<file path="src/rtl/score_bcd_pkg.sv">
// Shared definitions for the game score counter: run-state encoding and BCD digit constants.
package dino_pkg;

  typedef enum logic [1:0] {
    IDLE = 2'd0,
    RUN  = 2'd1,
    OVER = 2'd2
  } state_t;

  localparam int BCD_W = 4;
  localparam logic [BCD_W-1:0] BCD_MAX = 4'd9;

endpackage

</file>
<file path="src/rtl/score_bcd_if.sv">
// Game-control and score-display signals of the score counter.
// master: game control / display side, slave: score_bcd.
interface score_bcd_if #(
  parameter int NUM_DIGITS = 4
);
  logic                    frame_tick;
  logic                    game_start;
  logic                    game_over;
  logic [4*NUM_DIGITS-1:0] digits;
  logic                    running;
  logic                    milestone;
  logic                    saturated;
  logic [4*NUM_DIGITS-1:0] hi_digits;
  logic                    new_record;

  modport master (
    output frame_tick, game_start, game_over,
    input  digits, running, milestone, saturated, hi_digits, new_record
  );

  modport slave (
    input  frame_tick, game_start, game_over,
    output digits, running, milestone, saturated, hi_digits, new_record
  );
endinterface

</file>
<file path="src/rtl/score_bcd_digit.sv">
// One BCD digit of the score chain. Counts 0..9; a 9 receiving a carry rolls
// to 0 and passes the carry on. carry_out is combinational so the whole chain
// resolves in a single cycle.
module bcd_digit
  import dino_pkg::*;
(
  input  logic             clk,
  input  logic             reset,
  input  logic             clr,
  input  logic             inc,
  input  logic             carry_in,
  output logic [BCD_W-1:0] q,
  output logic             carry_out
);

  assign carry_out = (q == BCD_MAX) && carry_in;

  // digit register: clear on run start, step when the chain carries into it
  always_ff @(posedge clk) begin
    if (reset)                q <= '0;
    else if (clr)             q <= '0;
    else if (inc && carry_in) q <= (q == BCD_MAX) ? '0 : q + BCD_W'(1);
  end

endmodule

</file>
<file path="src/rtl/score_bcd.sv">
// Game score counter: counts frame ticks during a run and presents the score
// as packed BCD (digit 0 = units in [3:0]). Saturates at all-9s.
// Optional build macro HIGH_SCORE_EN adds the high-score register and new_record flag.
//
// state | meaning
// IDLE  | after reset, waiting for the first game_start
// RUN   | game running, frame ticks accumulate score
// OVER  | collision seen, score frozen until next game_start
module score_bcd
  import dino_pkg::*;
#(
  parameter int NUM_DIGITS = 4,
  parameter int SCORE_DIV  = 6
) (
  input  logic        clk,
  input  logic        reset,
  score_bcd_if.slave  bus
);

  localparam int PRE_W = (SCORE_DIV > 1) ? $clog2(SCORE_DIV) : 1;

  state_t                  state, state_nxt;
  logic [PRE_W-1:0]        prescaler;
  logic                    start_run, end_run, tick_due, score_inc, all_nine;
  logic                    saturated_q, milestone_q;
  logic [NUM_DIGITS:0]     carry;
  logic [4*NUM_DIGITS-1:0] score;

  // the chain always "wants" to add one; inc gates whether the digits take it
  assign carry[0]  = 1'b1;
  assign all_nine  = &carry[NUM_DIGITS:1];
  assign tick_due  = (state == RUN) && bus.frame_tick && !bus.game_over &&
                     (prescaler == PRE_W'(SCORE_DIV - 1));
  assign score_inc = tick_due && !all_nine;

  genvar g;
  generate
    for (g = 0; g < NUM_DIGITS; g++) begin : g_digit
      bcd_digit u_digit (
        .clk       (clk),
        .reset     (reset),
        .clr       (start_run),
        .inc       (score_inc),
        .carry_in  (carry[g]),
        .q         (score[g*BCD_W +: BCD_W]),
        .carry_out (carry[g+1])
      );
    end
  endgenerate

  // run-state register
  always_ff @(posedge clk) begin
    if (reset) state <= IDLE;
    else       state <= state_nxt;
  end

  // next state; game_start is ignored in RUN, game_over outside RUN
  always_comb begin
    state_nxt = state;
    start_run = 1'b0;
    end_run   = 1'b0;
    case (state)
      IDLE, OVER: if (bus.game_start) begin
        state_nxt = RUN;
        start_run = 1'b1;
      end
      RUN: if (bus.game_over) begin
        state_nxt = OVER;
        end_run   = 1'b1;
      end
      default: state_nxt = IDLE;
    endcase
  end

  // frame prescaler; frozen on the cycle game_over ends the run
  always_ff @(posedge clk) begin
    if (reset || start_run)
      prescaler <= '0;
    else if ((state == RUN) && bus.frame_tick && !bus.game_over)
      prescaler <= tick_due ? '0 : prescaler + PRE_W'(1);
  end

  // saturated latches when an increment is refused at all-9s
  always_ff @(posedge clk) begin
    if (reset || start_run)      saturated_q <= 1'b0;
    else if (tick_due && all_nine) saturated_q <= 1'b1;
  end

  // milestone: an increment that rolls both units and tens over lands on a
  // nonzero multiple of 100 (a clear never goes through this path)
  always_ff @(posedge clk) begin
    if (reset) milestone_q <= 1'b0;
    else       milestone_q <= score_inc && carry[2];
  end

`ifdef HIGH_SCORE_EN
  logic [4*NUM_DIGITS-1:0] hi_q;
  logic                    new_record_q;

  // packed BCD orders like an unsigned integer, so a plain compare suffices
  always_ff @(posedge clk) begin
    if (reset) begin
      hi_q         <= '0;
      new_record_q <= 1'b0;
    end else if (start_run) begin
      new_record_q <= 1'b0;
    end else if (end_run) begin
      new_record_q <= (score > hi_q);
      if (score > hi_q) hi_q <= score;
    end
  end

  assign bus.hi_digits  = hi_q;
  assign bus.new_record = new_record_q;
`else
  assign bus.hi_digits  = '0;
  assign bus.new_record = 1'b0;
`endif

  assign bus.digits    = score;
  assign bus.running   = (state == RUN);
  assign bus.milestone = milestone_q;
  assign bus.saturated = saturated_q;

endmodule

</file>
<file path="src/flat_wrapper.sv">
// flat-port wrapper written by rule: the top's interface ports become plain ports
module score_bcd_flat import dino_pkg::*;
#(
  parameter int NUM_DIGITS = 4,
  parameter int SCORE_DIV  = 6
)
  (clk, reset, bus_frame_tick, bus_game_start, bus_game_over, bus_digits, bus_running, bus_milestone, bus_saturated, bus_hi_digits, bus_new_record);
  score_bcd_if #(.NUM_DIGITS(NUM_DIGITS)) bus_i ();
  input  logic clk;
  input  logic reset;
  input wire logic [$bits(bus_i.frame_tick)-1:0] bus_frame_tick;
  input wire logic [$bits(bus_i.game_start)-1:0] bus_game_start;
  input wire logic [$bits(bus_i.game_over)-1:0] bus_game_over;
  output wire logic [$bits(bus_i.digits)-1:0] bus_digits;
  output wire logic [$bits(bus_i.running)-1:0] bus_running;
  output wire logic [$bits(bus_i.milestone)-1:0] bus_milestone;
  output wire logic [$bits(bus_i.saturated)-1:0] bus_saturated;
  output wire logic [$bits(bus_i.hi_digits)-1:0] bus_hi_digits;
  output wire logic [$bits(bus_i.new_record)-1:0] bus_new_record;
  assign bus_i.frame_tick = bus_frame_tick;
  assign bus_i.game_start = bus_game_start;
  assign bus_i.game_over = bus_game_over;
  assign bus_digits = bus_i.digits;
  assign bus_running = bus_i.running;
  assign bus_milestone = bus_i.milestone;
  assign bus_saturated = bus_i.saturated;
  assign bus_hi_digits = bus_i.hi_digits;
  assign bus_new_record = bus_i.new_record;
  score_bcd #(.NUM_DIGITS(NUM_DIGITS), .SCORE_DIV(SCORE_DIV)) u_core (.clk(clk), .reset(reset), .bus(bus_i));
endmodule
</file>
<file path="config.mk">
export PLATFORM = sky130hd
export DESIGN_NAME = score_bcd_flat
export DESIGN_NICKNAME = d
export VERILOG_FILES = /design/src/rtl/score_bcd_pkg.sv /design/src/rtl/score_bcd_if.sv /design/src/rtl/score_bcd_digit.sv /design/src/rtl/score_bcd.sv /design/src/flat_wrapper.sv
export SDC_FILE = /design/constraint.sdc
export NUM_CORES = 1
export LEC_CHECK = 0
export CAP_MARGIN = 20
export CELL_PAD_IN_SITES_DETAIL_PLACEMENT = 1
export CELL_PAD_IN_SITES_GLOBAL_PLACEMENT = 2
export CORE_MARGIN = 2
export CORE_UTILIZATION = 27
export DETAILED_ROUTE_END_ITERATION = 10
export PLACE_DENSITY_LB_ADDON = 0.08
export SLEW_MARGIN = 25
export SYNTH_ARGS = -nofsm -noshare
export SYNTH_HDL_FRONTEND = slang
export SYNTH_SLANG_ARGS = --single-unit
</file>
<file path="constraint.sdc">
create_clock -name clk -period 2.3 [get_ports clk]
set_input_delay 0.575 -clock clk [delete_from_list [all_inputs] [get_ports clk]]
set_output_delay 0.575 -clock clk [all_outputs]
set_load 0.01 [all_outputs]
</file>
==> key figures <==
Timing
  – Fin. Hold Viols: 0
  – Fin. max-slew vios: 0
  – Final setup vio count: 0
  – Final Skew: 0.00760 ns
  – Tcrit/Tclk final: 0.896
  – Setup ws final: 0.240 ns
  – Clock period minus worst slack: 2.06 ns
  – Max Freq: 485 MHz
  – Worst-Margin Slew: 0.542 ns
  – Setup TNS: 0 ns
  – RSZ-0062 raised after global routing: no
  – Worst rel slew slack: 0.636

Synth
  – Top_reg_cell synth: dfxtp_1
  – Post-synth ARST share: 0
  – Sequential-to-total area share from yosys stat: 0.326
  – Area leader, netlist: dfxtp_1
  – Synthesized instance count: 162
  – Top post-synthesis cells by area: dfxtp_1 (33%), buf_4 (9.0%), a21oi_1 (5.3%)
  – Synth Area per Inst: 8.73 sq um
  – Post-synth EDFFs: 0
  – Cell Area, Synth: 0.00141 sq mm
  – Number of synthesized register bits: 23
  – Unique masters post-synth: 40
  – Share of the synthesized area in the top cell type: 0.326
  – YS warnings: 0

Die
  – Core Footprint: 0.00507 sq mm
  – Die width: 76.4 um
  – Die area: 0.00583 sq mm
  – Rows: 26
  – Initial Utilization: 0.279
  – Die H: 76.4 um
  – I/O Pins: 41

Route
  – Routed wire length: 3630 um
  – DR vias: 1228
  – DRC: 0
  – DRT antenna net count: 0
  – Drt wl/cell: 13.9 um
  – Avg Vias per Cell: 4.70
  – Drt first pass iters: 4
  – Initial drt markers: 26

Pwr
  – Peak supply drop: 166 uV
  – Pwr/cell area: 418 mW/mm^2
  – Leakage power total: 0.000550 uW

Finish
  – Area delta synth->final: 21.7%
  – Nets@finish: 199
  – Register area: 460 sq um
  – Ant diodes: 0
  – # fillers: 630
  – Multi-input combinational cell area: 807 sq um
  – Layout cells sized above 1: 0.0942
  – Most frequent cells in the layout: clkdlybuf4s50_1 (23), dfxtp_1 (23), conb_1 (17)

Clock network
  – # Post-CTS Setup Buffers: 0
  – Post-cts sizing count: 0
  – Clock Sinks: 23
  – CTS tree: done
  – CTS max path bufs: 2
  – Post-CTS Hold Buffers: 0
  – Latest clock arrival within the worst-skew pair: 0.27 ns
  – Root buf cell: clkbuf_8
  – Num CTS Buffers: 3
  – CTS clk-pin slew, worst paths: 0.09 ns
  – H-tree levels: 1

Worst setup path
  – Critical path class: in -> reg
  – Crit start category: input pin
  – FF-to-FF End: u_core.g_digit[1].u_digit.q[1]$_SDFFE_PP0P_
  – Worst-path fanout max: 4
  – Worst setup EP type: flop
  – Worst EP arrival: 2.26 ns
  – WP data required: 2.50 ns
  – R2R depth: 6
  – Slack of the worst reg-to-reg path: 0.51 ns
  – Worst R2R Start: u_core.prescaler[0]$_SDFFE_PP0P_

Min path
  – Hold Startpoint: u_core.bus.saturated$_SDFFE_PP0P_
  – Worst Hold Endpoint: u_core.bus.saturated$_SDFFE_PP0P_
  – Worst Hold Depth: 2
  – Hold Path Class: reg -> reg

Global routing
  – Initial antenna violation count: 0
  – Overflow after GRT: 0
  – Vias in the first global route: 1260
  – Largest net degree at the start of global routing: 20
  – First-pass GRT wire length: 6280 um
  – Overall global routing resource usage: 0.130

Place
  – Gpl congestion: 0.736
  – Final HPWL DP: 2750 um
  – Dpl ws: -0.0468 ns
  – I/O Buffers: 23

Outcome
  – Status: finished, final reports clean

Job
  – Max cap viols: 0
-- cells in the mapped netlist, types with 2 or more instances --
library cell,n
buf_4,17
o31ai_1,6
nand2b_1,3
and4bb_4,2
xnor2_1,3
nor2b_1,7
buf_6,5
ha_1,2
nand4bb_1,4
and4bb_1,2
o21ai_0,4
or3_1,2
a21oi_1,15
nor4_1,4
o21ai_1,3
a31oi_1,2
nand2_1,8
nand3_1,4
nor4_2,2
a211oi_1,2
dfxtp_1,23
nor3_1,6
nor2_1,10
or4_1,3
inv_1,5
nand4_1,2
nand3b_1,2
o211ai_1,2
-- kinds of logic after synthesis --
kind of cell / Yosys count / synth area share
DFF: 23 / 0.326
xor gates and xnor gates: 3 / 0.0186
adders and majority gates: 2 / 0.0177
buffers and inverters: 28 / 0.146
AOI/OAI and AO/OA: 34 / 0.140
other: 1 / 0.00265
and+or+nand+nor: 70 / 0.342
muxes: 1 / 0.00708
-- worst max-delay path, cell delays in order --
cell and delay [ns]:
clkdlybuf4s50_1 0.45, nand4bb_1 0.27, nor4_2 0.37, or4b_1 0.46
a21oi_1 0.14
-- state kept, by name, indices dropped and copies added (netlist names) --
register / flops
u_core.state: 2
u_core.g_digit.u_digit.q: 16
u_core.prescaler: 3
u_core.bus.saturated: 1
u_core.bus.milestone: 1
-- metrics by stage --
step	instances	total power [uW]	hold WS (ns)	cell area, sq um	utilization
2_1_floorplan	178	470	0.477	1470	-
3_3_place_gp	257	463	0.474	1670	0.329
3_5_place_dp	257	464	0.479	1670	0.329
4_1_cts	261	734	0.507	1720	0.339
5_1_grt	261	753	0.564	1720	0.339
6_report	261	718	0.491	1720	0.339
-- where the power goes --
part	internal (uW)	switching (uW)	leakage, uW
Combinational	17.8	34.2	0.000343
Clock	123	141	0.0000217
Sequential	400	2.30	0.000186
-- worst max path at each step --
stage	from	endpoint	slack [ns]	cells after the start
after CTS	bus_game_over	u_core.g_digit[2].u_digit.q[1]$_SDFFE_PP0P_	0.22	5
after global placement	bus_game_over	u_core.g_digit[2].u_digit.q[1]$_SDFFE_PP0P_	-0.03	5
after floorplan	bus_game_over	u_core.g_digit[3].u_digit.q[3]$_SDFFE_PP0P_	0.49	6
final	bus_game_over	u_core.g_digit[2].u_digit.q[1]$_SDFFE_PP0P_	0.24	5
after global routing	bus_game_over	u_core.g_digit[2].u_digit.q[1]$_SDFFE_PP0P_	0.08	5
after detailed placement	bus_game_over	u_core.g_digit[2].u_digit.q[1]$_SDFFE_PP0P_	-0.05	5
-- per-layer routing --
layer  wire, um  global-route usage  up-vias
li1           -                   -      615
met1       1740               0.172      583
met2       1710               0.216       28
met3        156              0.0261        2
met4         15              0.0327        0
met5          0                   0        -
-- area by class of cell --
| class | instances | share of cell area |
|---|---|---|
| multi-input combinational | 127 | 0.469 |
| sequential | 23 | 0.268 |
| timing repair buffer | 32 | 0.173 |
| tap | 70 | 0.0509 |
| clock buffer | 3 | 0.0240 |
| inverter | 5 | 0.0109 |
| clock inverter | 1 | 0.00436 |
No activity file was read; power rests on OpenSTA's default activity.
